[config.mk]
export PLATFORM = sky130hd
export DESIGN_NAME = jzjpcc_fetch
export DESIGN_NICKNAME = d
export VERILOG_FILES = /design/src/rtl/jzjpcc_pkg.sv /design/src/rtl/jzjpcc_fetch.sv
export SDC_FILE = /design/constraint.sdc
export NUM_CORES = 1
export LEC_CHECK = 0
export CAP_MARGIN = 40
export CORE_MARGIN = 2
export CORE_UTILIZATION = 30
export CTS_CLUSTER_SIZE = 25
export DETAILED_ROUTE_END_ITERATION = 10
export SLEW_MARGIN = 40
export SYNTH_ARGS = -nofsm -noshare
export SYNTH_HDL_FRONTEND = slang
export SYNTH_SLANG_ARGS = --single-unit
export TNS_END_PERCENT = 30
[constraint.sdc]
create_clock -name clock -period 4.8 [get_ports clock]
set_clock_uncertainty 0.05 [all_clocks]
set_input_delay 0.48 -clock clock [delete_from_list [all_inputs] [get_ports clock]]
set_output_delay 0.48 -clock clock [all_outputs]
set_load 0.02 [all_outputs]
[src/rtl/jzjpcc_pkg.sv]
// Shared types and constants for the jzjpcc core's fetch/decode boundary.
// NOP_INSTRUCTION is the canonical RV32I bubble (addi x0, x0, 0).
package jzjpcc_pkg;

   localparam logic [31:0] NOP_INSTRUCTION   = 32'h00000013;
   localparam logic [31:0] INSTRUCTION_BYTES = 32'd4;

   typedef struct packed {
      logic [31:0] instruction;
      logic [31:0] pc;
      logic [31:0] pcPlus4;
      logic        valid;
   } ifid_t;

endpackage

[src/rtl/jzjpcc_fetch.sv]
// Instruction fetch: owns the PC, drives the backend read address, holds IF/ID.
// IF/ID fills 2 edges after reset release or redirect; stall freezes PC and IF/ID.
module jzjpcc_fetch
   import jzjpcc_pkg::*;
#(
   parameter logic [31:0] RESET_VECTOR = 32'h00000000
) (
   input  logic        clock,
   input  logic        reset,
   input  logic        stall,
   input  logic        redirect,
   input  logic [31:0] redirectTarget,
   output logic [31:0] instructionAddress,
   input  logic [31:0] instructionFromMemory,
   output logic [31:0] ifidInstruction,
   output logic [31:0] ifidPC,
   output logic [31:0] ifidPCPlus4,
   output logic        ifidValid,
   output logic        misalignedTarget
);

   logic [31:0] r_pc;
   logic        r_mem_ready;
   logic        r_misaligned;
   ifid_t       r_ifid;

   logic [31:0] w_pc_next;
   logic [31:0] w_pc_plus4;

   assign w_pc_plus4 = r_pc + INSTRUCTION_BYTES;

   // Until memReady is set the backend has never captured r_pc, so hold it
   // one edge to let the reset vector itself be fetched.
   always_comb begin
      w_pc_next = w_pc_plus4;
      if (redirect)
         w_pc_next = {redirectTarget[31:2], 2'b00};
      else if (stall || !r_mem_ready)
         w_pc_next = r_pc;
   end

   assign instructionAddress = w_pc_next;

   always_ff @(posedge clock or posedge reset) begin
      if (reset) begin
         r_pc         <= RESET_VECTOR;
         r_mem_ready  <= 1'b0;
         r_misaligned <= 1'b0;
      end else begin
         r_pc         <= w_pc_next;
         r_mem_ready  <= 1'b1;
         r_misaligned <= redirect && (redirectTarget[1:0] != 2'b00);
      end
   end

   always_ff @(posedge clock or posedge reset) begin
      if (reset) begin
         r_ifid.instruction <= NOP_INSTRUCTION;
         r_ifid.pc          <= RESET_VECTOR;
         r_ifid.pcPlus4     <= RESET_VECTOR + INSTRUCTION_BYTES;
         r_ifid.valid       <= 1'b0;
      end else if (redirect) begin
         // Squash whatever was fetched down the wrong path; PC fields keep their value.
         r_ifid.instruction <= NOP_INSTRUCTION;
         r_ifid.valid       <= 1'b0;
      end else if (!stall) begin
         r_ifid.instruction <= instructionFromMemory;
         r_ifid.pc          <= r_pc;
         r_ifid.pcPlus4     <= w_pc_plus4;
         r_ifid.valid       <= r_mem_ready;
      end
   end

   assign ifidInstruction  = r_ifid.instruction;
   assign ifidPC           = r_ifid.pc;
   assign ifidPCPlus4      = r_ifid.pcPlus4;
   assign ifidValid        = r_ifid.valid;
   assign misalignedTarget = r_misaligned;

endmodule
==> run summary <==
Status -> finished clean
Max-cap viol count -> 0
Largest net degree at the start of global routing -> 71
Num ports -> 198
Nets -> 887
Endpoint class of the critical path -> output pin
Fraction of the mapped netlist area in compound gates -> 8.94%
TritonCTS clock tree -> done
Vias -> 5324
CTS max path bufs -> 2
First-pass GRT wire length -> 29600 um
Post-cts repair resize count -> 0
DR iter-0 viols -> 441
Kind of start point of the critical path -> flop
Most common cell after layout, fill and taps aside -> clkdlybuf4s50_1
Ratio of cells with drive above 1 in the final layout -> 7.10%
Fin Setup TNS -> 0 ps
Critical path peak fanout -> 21
# DRC -> 0
Global placer's final weighted congestion -> 0.822
Post-synth ARST share -> 100%
Synth Register Bits -> 129
Reg clk slew, reported paths -> 60 ps
WP data required -> 4270 ps
Yosys warnings -> 0
Ys flop type -> dfrtp_1
Clk pwr share -> 40.0%
Peak supply drop -> 0.000218 V
Core ar. -> 20100 um2
Tightest Pin Transition -> 750 ps
Antenna fix cells -> 0
Die Ht -> 147 um
Crit path DAT -> 3510 ps
Commonest cells after routing, fill and taps aside -> clkdlybuf4s50_1, nand2_1, dfrtp_1, nor2_1, o21ai_0
Cell internal pwr -> 0.00238 W
Switching pwr -> 0.00100 W
Final hold violation count -> 0
Post CTS Setup Buffer Count -> 0
Slew Limit Headroom -> 49.5%
RSZ-0062 raised after global routing -> false
DIE AREA -> 21500 um2
CP Class -> reg -> out
Leak -> 3.74 nW
Synth-to-Final Area Change -> 45.0%
Power Density -> 382 nW/um2
Slew Viols, Final -> 0
Drt wl/cell -> 17.2 um
Distinct cell type count of the synthesized netlist -> 44
Later-pin clock latency in the skew report -> 430 ps
I/O Buffers -> 197
Crit path cell chain -> nand3_1 > or4_4 > or4_1 > a31oi_1 > clkdlybuf4s50_1
Global route total overflow -> 0
Via-to-Cell Ratio -> 4.84
GR Util All Layers -> 17.8%
Hold_ws -> 363 ps
TritonCTS buffer count -> 17
Synth Area in Adders -> 0.205%
Post-Route WL -> 18900 um
Synth Area in XOR/XNOR -> 3.72%
Fin crit period -> 4040 ps
Starting Density -> 30.4%
Simple logic cell fraction of the synthesized area -> 23.5%
Clock sinks -> 129
Synth Area per Inst -> 9.45 um2
Post-synth EDFFs -> 0
Mapped Nets -> 716
Max Clk Rate -> 247 MHz
Peak per-stage delay on the critical path -> 760 ps
Root Buffer -> clkbuf_16
Final period utilization -> 84.2%
Slowest CP cell -> or4_4
Post-Syn Area -> 6110 um2
Register area share after synthesis -> 52.9%
Initial antenna violation count -> 0
Initial DRT Pass Iterations -> 5
Die Width -> 147 um
# rows -> 52
Post-place instance area -> 8250 um2
Largest family of logic cells by synthesized area -> simple AND/OR/NAND/NOR gates
Final setup viols -> 0
Multiplexer share of the synthesized area -> 5.73%
Hold WC Path Type -> in -> async
Post-route cell area -> 8860 um2
Seq pwr share -> 38.8%
Detailed Place HPWL -> 13500 um
Cts-stage hold buffer count -> 0
H-Tree Level Count -> 4
Sw frac -> 29.6%
Logic pwr share -> 21.2%
Post-route ant nets -> 0
Post-Synthesis Cells -> 647
Via count of the first global-routing pass -> 5233
==> final cells by class <==
type | count | area, um2
flip-flops and latches | 129 | 3230
clock buffers | 19 | 453
repair buffers | 208 | 2040
inverters | 8 | 35.0
fillers | 1955 | 11200
well taps | 270 | 338
clock inverters | 13 | 160
multi-input cells | 454 | 2600
==> power groups by stage <==
stage,logic [W],clock network [W],registers [W]
final,0.000717,0.00135,0.00131
after global routing,0.000774,0.00144,0.00133
after CTS,0.000730,0.00138,0.00131
after detailed placement,0.000727,0,0.00133
after global placement,0.000725,0,0.00132
after floorplan,0.000278,0,0.00140
==> worst paths after layout <==
path,from,endpoint,slack [ps],depth (start not counted)
worst max register to register,r_pc[4],r_pc[31],2210,4
max in group asynchronous,reset,r_pc[30],3290,3
worst min-delay path,reset,ifidInstruction[25],360,2
min in group clock,r_pc[0],ifidPC[0],400,2
worst max-delay path,r_pc[4],instructionAddress[31],760,5
worst min register to register,r_pc[0],ifidPC[0],400,2
==> flip-flops by register name, summed over array words and instances, names as in the netlist <==
register and cells:
ifidInstruction 32, ifidPC 32, ifidPCPlus4 30, ifidValid 1, misalignedTarget 1, r_mem_ready 1
r_pc 32
==> stage by stage <==
stage	instances	total power, W	util (%)	setup slack (ps)
2_1_floorplan	647	0.00168	-	836
3_3_place_gp	1069	0.00205	41.0	1320
3_5_place_dp	1069	0.00205	41.0	1200
4_1_cts	1101	0.00342	44.1	773
5_1_grt	1101	0.00354	44.1	577
6_report	1101	0.00338	44.1	757
==> Yosys cell counts (3+ instances only) <==
master / n / area (um2)
dfrtp_1: 125 / 3130
a31oi_1: 20 / 125
dfstp_2: 4 / 105
nand2_1: 140 / 526
clkbuf_2: 3 / 15.0
nor2b_1: 3 / 18.8
or4_1: 16 / 120
nand2b_1: 3 / 18.8
xnor2_1: 19 / 166
buf_4: 8 / 60.1
inv_1: 8 / 30.0
buf_2: 9 / 45.0
nor3_1: 8 / 40.0
nand4_1: 11 / 68.8
o31ai_1: 13 / 97.6
a21o_1: 5 / 37.5
a21oi_1: 4 / 20.0
o21ai_0: 36 / 180
and2_1: 3 / 18.8
buf_1: 10 / 37.5
nand3_1: 21 / 105
a22oi_1: 3 / 22.5
or3_1: 9 / 56.3
clkbuf_1: 24 / 90.1
nor2_1: 64 / 240
and4_1: 5 / 43.8
mux2i_1: 35 / 350
nor4_1: 9 / 56.3
xor2_1: 7 / 61.3
==> metal layers <==
metal	vias to the layer above	routed length, um	GRT usage, %
met5	-	0	0
met1	2553	8240	23.5
met3	28	1420	5.81
met4	0	404	6.31
met2	182	8840	27.6
li1	2561	-	-
==> worst max-delay path, delay by kind of cell, from the launching register on <==
family | cells | cell delay [ps]
simple gates | 3 | 1720
buf+inv | 1 | 640
flops | 1 | 490
compound gates | 1 | 230
==> logic make-up after synthesis <==
| logic type | Yosys count |
|---|---|
| xor gates and xnor gates | 26 |
| other | 1 |
| DFF | 129 |
| buffers and inverters | 64 |
| muxes | 35 |
| and+or+nand+nor | 303 |
| adders and majority gates | 1 |
| AOI/OAI and AO/OA | 88 |
(Power assumes the default switching activity.)
